<file path="config.mk">
export PLATFORM = sky130hd
export DESIGN_NAME = drop_sequencer
export DESIGN_NICKNAME = d
export VERILOG_FILES = /design/src/rtl/tetris_pkg.sv /design/src/rtl/piece_lfsr.sv /design/src/rtl/drop_sequencer.sv
export SDC_FILE = /design/constraint.sdc
export NUM_CORES = 1
export LEC_CHECK = 0
export CAP_MARGIN = 20
export CORE_UTILIZATION = 45
export CTS_CLUSTER_SIZE = 10
export DETAILED_ROUTE_END_ITERATION = 16
export GPL_ROUTABILITY_DRIVEN = 0
export PLACE_DENSITY = 0.7
export SYNTH_ARGS = -nofsm -noshare
export SYNTH_HDL_FRONTEND = slang
export SYNTH_SLANG_ARGS = --single-unit
</file>
<file path="constraint.sdc">
create_clock -name clk -period 12.6 [get_ports clk]
set_clock_uncertainty 0.05 [all_clocks]
set_input_delay 3.78 -clock clk [delete_from_list [all_inputs] [get_ports clk]]
set_output_delay 3.78 -clock clk [all_outputs]
set_load 0.05 [all_outputs]
</file>
<file path="src/rtl/tetris_pkg.sv">
// Shared types for the falling-piece controller: piece codes, sequencer states
// and the LFSR-to-piece mapping.
package tetris_pkg;

    localparam int PIECE_W = 3;

    typedef enum logic [PIECE_W-1:0] {
        P_LINE     = 3'd0,
        P_SMASHBOY = 3'd1,
        P_L        = 3'd2,
        P_REV_L    = 3'd3,
        P_S        = 3'd4,
        P_Z        = 3'd5,
        P_T        = 3'd6
    } piece_t;

    typedef enum logic [2:0] {
        S_IDLE,
        S_SPAWN,
        S_SPAWN_CHK,
        S_FALL,
        S_LOCK,
        S_CLEAR,
        S_GAME_OVER
    } seq_state_t;

    // Code 7 is not a piece: fall back to the next field, then to LINE.
    function automatic piece_t lfsr_to_piece(input logic [6:0] state);
        if (state[2:0] != 3'd7)
            return piece_t'(state[2:0]);
        else if (state[5:3] != 3'd7)
            return piece_t'(state[5:3]);
        else
            return P_LINE;
    endfunction

endpackage

</file>
<file path="src/rtl/piece_lfsr.sv">
// 7-bit Fibonacci LFSR (x^7 + x^6 + 1) that proposes the next piece and
// advances only when a piece is actually spawned.
module piece_lfsr
    import tetris_pkg::*;
#(
    parameter logic [6:0] SEED = 7'h5A
) (
    input  logic   clk,
    input  logic   rst,
    input  logic   advance,
    output piece_t next_piece
);

    logic [6:0] lfsr;

    // NOTE: sequential state is written with <= so every flop samples the
    // pre-edge values; a blocking = here would create order-dependent logic.
    always_ff @(posedge clk or negedge rst) begin
        if (!rst)
            lfsr <= SEED;
        else if (advance)
            lfsr <= {lfsr[5:0], lfsr[6] ^ lfsr[5]};
    end

    assign next_piece = lfsr_to_piece(lfsr);

endmodule

</file>
<file path="src/rtl/drop_sequencer.sv">
// Game-level controller for the falling piece: spawn, gravity pacing, landing,
// lock/clear handshake, line/level bookkeeping and game-over detection.
module drop_sequencer
    import tetris_pkg::*;
#(
    parameter int         TICK_W          = 26,
    parameter int         GRAV_BASE       = 25_000_000,
    parameter int         GRAV_STEP       = 2_000_000,
    parameter int         GRAV_MIN        = 2_500_000,
    parameter int         SOFT_PERIOD     = 2_500_000,
    parameter int         LINES_PER_LEVEL = 10,
    parameter logic [6:0] LFSR_SEED       = 7'h5A
) (
    input  logic               clk,
    input  logic               rst,
    input  logic               start,
    input  logic               soft_drop,
    input  logic               step_done,
    input  logic               spawn_blocked,
    input  logic               clear_done,
    input  logic [2:0]         lines_cleared,
    output logic [PIECE_W-1:0] piece_type,
    output logic               piece_valid,
    output logic               step_en,
    output logic               lock_en,
    output logic               clear_req,
    output logic [15:0]        lines_total,
    output logic [3:0]         level,
    output logic               game_over
);

    localparam logic [31:0] BASE_P = 32'(GRAV_BASE);
    localparam logic [31:0] STEP_P = 32'(GRAV_STEP);
    localparam logic [31:0] MIN_P  = 32'(GRAV_MIN);
    localparam logic [31:0] SOFT_P = 32'(SOFT_PERIOD);
    localparam logic [7:0]  LPL    = 8'(LINES_PER_LEVEL);

    seq_state_t        state;
    logic [TICK_W-1:0] tick;
    logic [7:0]        lines_left;
    piece_t            next_piece;

    logic [31:0] level_drop;
    logic [31:0] grav;
    logic [31:0] period;
    logic        tick_hit;
    logic [2:0]  lines_eff;
    logic [16:0] lines_sum;

    piece_lfsr #(.SEED(LFSR_SEED)) u_lfsr (
        .clk        (clk),
        .rst        (rst),
        .advance    (state == S_SPAWN),
        .next_piece (next_piece)
    );

    // NOTE: every always_comb output gets a value on every path; a missing
    // default would infer a latch.
    always_comb begin
        level_drop = {28'd0, level} * STEP_P;
        grav       = BASE_P - level_drop;
        // Clamp before the subtraction can underflow at high levels.
        if (level_drop + MIN_P >= BASE_P)
            grav = MIN_P;
        period = grav;
        if (soft_drop && SOFT_P < grav)
            period = SOFT_P;
        tick_hit  = {{(32-TICK_W){1'b0}}, tick} >= period - 32'd1;
        lines_eff = (lines_cleared > 3'd4) ? 3'd4 : lines_cleared;
        lines_sum = {1'b0, lines_total} + {14'd0, lines_eff};
    end

    always_ff @(posedge clk or negedge rst) begin
        if (!rst) begin
            state       <= S_IDLE;
            tick        <= '0;
            lines_left  <= LPL;
            piece_type  <= '0;
            piece_valid <= 1'b0;
            step_en     <= 1'b0;
            lock_en     <= 1'b0;
            clear_req   <= 1'b0;
            lines_total <= '0;
            level       <= '0;
            game_over   <= 1'b0;
        end else begin
            step_en <= 1'b0;
            lock_en <= 1'b0;
            case (state)
                S_IDLE, S_GAME_OVER: begin
                    if (start) begin
                        state       <= S_SPAWN;
                        tick        <= '0;
                        lines_left  <= LPL;
                        lines_total <= '0;
                        level       <= '0;
                        game_over   <= 1'b0;
                    end
                end
                S_SPAWN: begin
                    piece_type <= next_piece;
                    state      <= S_SPAWN_CHK;
                end
                S_SPAWN_CHK: begin
                    if (spawn_blocked) begin
                        state     <= S_GAME_OVER;
                        game_over <= 1'b1;
                    end else begin
                        state       <= S_FALL;
                        tick        <= '0;
                        piece_valid <= 1'b1;
                    end
                end
                S_FALL: begin
                    if (tick_hit) begin
                        tick <= '0;
                        if (step_done) begin
                            state       <= S_LOCK;
                            lock_en     <= 1'b1;
                            piece_valid <= 1'b0;
                        end else begin
                            step_en <= 1'b1;
                        end
                    end else begin
                        tick <= tick + 1'b1;
                    end
                end
                S_LOCK: begin
                    clear_req <= 1'b1;
                    state     <= S_CLEAR;
                end
                S_CLEAR: begin
                    if (clear_done) begin
                        clear_req   <= 1'b0;
                        state       <= S_SPAWN;
                        lines_total <= lines_sum[16] ? 16'hFFFF : lines_sum[15:0];
                        // One level per clear at most, even on a multi-line crossing.
                        if ({5'd0, lines_eff} >= lines_left) begin
                            lines_left <= LPL;
                            if (level != 4'd15)
                                level <= level + 4'd1;
                        end else begin
                            lines_left <= lines_left - {5'd0, lines_eff};
                        end
                    end
                end
                default: state <= S_IDLE;
            endcase
        end
    end

endmodule

</file>
==> reports/qor.txt <==
Minimum clock period -> 8450 ps
Initial core utilization -> 0.470
Post-synth EDFFs -> 0
Clock share of power -> 0.281
Slowest cell on crit path -> dfrtp_1
I/O pin cnt -> 38
DP HPWL -> 9620 microns
Achievable frequency -> 0.118 GHz
Leak -> 2.88 nW
Setup violators final -> 0
Max Cap Viol -> 0
Pre-CTS WS -> 4090 ps
Via count -> 4,976
Seq/Total Area, Yosys -> 0.314
Status -> completed
First-pass GRT wire length -> 21,800 microns
Reg clk slew, reported paths -> 60 ps
Post-Syn Nets -> 741
# diodes -> 0
CP Data Required Time -> 12,820 ps
Final WL -> 13,100 microns
Cell Area, Synth -> 5770 sq um
Yosys cell types -> 71
Die Height -> 115 microns
Die width -> 115 microns
Worst Path Arrival -> 8670 ps
Post-route insts no fill -> 877
RSZ-0062 raised after global routing -> false
Startpoint types -> flip-flop
Cell count after placement -> 860
Antenna-violating nets left -> 0
Die ar. -> 13,300 sq um
Root buf cell -> clkbuf_16
P&R area growth vs syn -> 14.6%
Peak VDD IR -> 0.0000962 V
Hold Vio Cnt, Final -> 0
Slew headroom -> 0.402
Routed len/inst -> 14.9 microns
CP Class -> reg2reg
Measured slew at the worst slew-check pin -> 896 ps
Warnings, synthesis -> 0
Setup WS post-layout -> 4150 ps
Logic gate share of total power -> 0.416
Pwr Density -> 151 nW/um^2
Synth async-reset ratio -> 1.00
Port Buffers -> 37
Largest net degree at the start of global routing -> 73
CTS tree -> yes
Worst Hold Class -> reg2reg
Layout cells sized above 1 -> 0.0719
Clock Latency Late Sink -> 350 ps
Element type at the critical path end -> flip-flop
Internal -> 587 uW
CTS buffer count -> 9
Placeable Area -> 12,300 sq um
Yosys reg bits -> 72
DR DRC count -> 0
Top sig layer -> met4
Initial drt markers -> 237
Switch Pwr -> 408 uW
CP peak stage delay -> 710 ps
Met2 wire len -> 6310 microns
Slew Viols, Final -> 0
Synth Area per Inst -> 8.58 sq um
H-tree Lvls -> 3
Vias in the first global route -> 4,735
Critical path peak fanout -> 21
Vias per cell -> 5.67
Power, Total -> 995 uW
Post-CTS Setup Inserts -> 0
TNS Setup -> 0 ps
Register share of total power -> 0.303
Total GRT Usage -> 0.207
Main synth FF type -> dfrtp_1
Grt ovf -> 0
Cells after Synth -> 672
Rows -> 40
Period utilization -> 0.670
Post-CTS Hold Buffers -> 0
Wire length on met3 -> 479 microns
Post-CTS sizing -> 0
CTS sink cnt -> 72
Max clock buf depth -> 2
M1 WL -> 6090 microns
Initial antenna violation count -> 0
Switching part of the total -> 0.410
Filler cells -> 1,152
Fin nets -> 773
DR pass1 iterations -> 4
## layout make-up
cell class	count	area, sq um	share of cell area
clock inverters	6	92.6	0.0140
well taps	168	210	0.0318
clock buffers	10	229	0.0346
multi-input cells	547	3750	0.567
inverters	32	120	0.0182
repair buffers	42	403	0.0609
flip-flops and latches	72	1810	0.274
## registers in the layout, summed over array words and instances (netlist names), 3 cells and up
register     flops
state            3
u_lfsr.lfsr      7
piece_type       3
level            4
tick            26
lines_left       8
lines_total     16
## kinds of logic (layout without fill, tap and decap cells)
kind of cell	after synthesis	after routing	share of synthesized area
muxes	10	10	0.0202
AOI/OAI and AO/OA	144	144	0.171
and+or+nand+nor	280	280	0.236
adders and majority gates	59	59	0.137
xor gates and xnor gates	54	54	0.0853
buffers and inverters	53	90	0.0364
DFF	72	72	0.314
## worst paths after layout
kind                                    start       endpoint  slack, ps  cells after the start
worst max-delay path                 level[1]       tick[25]       4150                     33
worst min-delay path            lines_left[2]  lines_left[2]        430                      2
worst max register to register       level[1]       tick[25]       4150                     33
worst min register to register  lines_left[2]  lines_left[2]        430                      2
max in group asynchronous                 rst  lines_left[5]       8400                      1
min in group asynchronous                 rst       tick[21]       3500                      1
## metal layers
metal	vias to the layer above	GRT usage
met4	0	0.0727
li1	2481	-
met3	11	0.0401
met1	2385	0.262
met2	99	0.350
met5	-	0
## synthesized netlist by cell type (all sizes together), types with 7 or more instances
master | n | area share
o21ai | 33 | 0.029
clkbuf | 17 | 0.011
xnor2 | 26 | 0.043
fa | 7 | 0.024
xor2 | 28 | 0.043
inv | 31 | 0.020
mux2 | 7 | 0.014
a21oi | 33 | 0.029
nor2 | 80 | 0.052
dfrtp | 66 | 0.29
nand3 | 36 | 0.031
nor2b | 12 | 0.013
nand2 | 65 | 0.042
a211oi | 10 | 0.013
a31oi | 11 | 0.012
and3 | 15 | 0.016
ha | 52 | 0.11
nand4 | 13 | 0.014
nor3 | 19 | 0.016
## per-stage QoR
| stage | util | hold slack, ps | instance area (sq um) |
|---|---|---|---|
| global route | 0.539 | 454 | 6610 |
| floorplan | - | 393 | 5770 |
| global placement | 0.513 | 410 | 6280 |
| detailed placement | 0.513 | 420 | 6280 |
| CTS | 0.539 | 433 | 6610 |
| finish | 0.539 | 430 | 6610 |
## worst max-delay path: cells and delay by family (launching register included)
kind	cells	cell delay, ps
AOI/OAI and AO/OA	12	2280
xor gates and xnor gates	1	220
adders and majority gates	5	2010
buffers and inverters	6	1230
DFF	1	710
and+or+nand+nor	9	1860
## power by group through the flow
stage | logic, mW | clock network (mW) | registers, mW
after floorplan | 0.296 | 0 | 0.316
after global placement | 0.402 | 0 | 0.303
after detailed placement | 0.413 | 0 | 0.305
after CTS | 0.414 | 0.285 | 0.302
after global routing | 0.461 | 0.293 | 0.307
final | 0.414 | 0.280 | 0.302
## placed cells by master, fill, tap and decap left out, types with 7 or more instances in the layout
cell type / Yosys / layout
xnor2_1: 25 / 25
a211oi_1: 10 / 10
clkbuf_16: 0 / 9
o21ai_0: 32 / 32
ha_1: 52 / 52
and3_1: 15 / 15
a31oi_1: 11 / 11
nand2_1: 65 / 65
nor2_1: 80 / 80
fa_1: 7 / 7
inv_1: 31 / 31
nand4_1: 13 / 13
a21oi_1: 33 / 33
nand3_1: 36 / 36
clkdlybuf4s50_1: 0 / 36
nor2b_1: 12 / 12
xor2_1: 28 / 28
dfrtp_1: 66 / 66
nor3_1: 19 / 19
(Power assumes the default switching activity.)
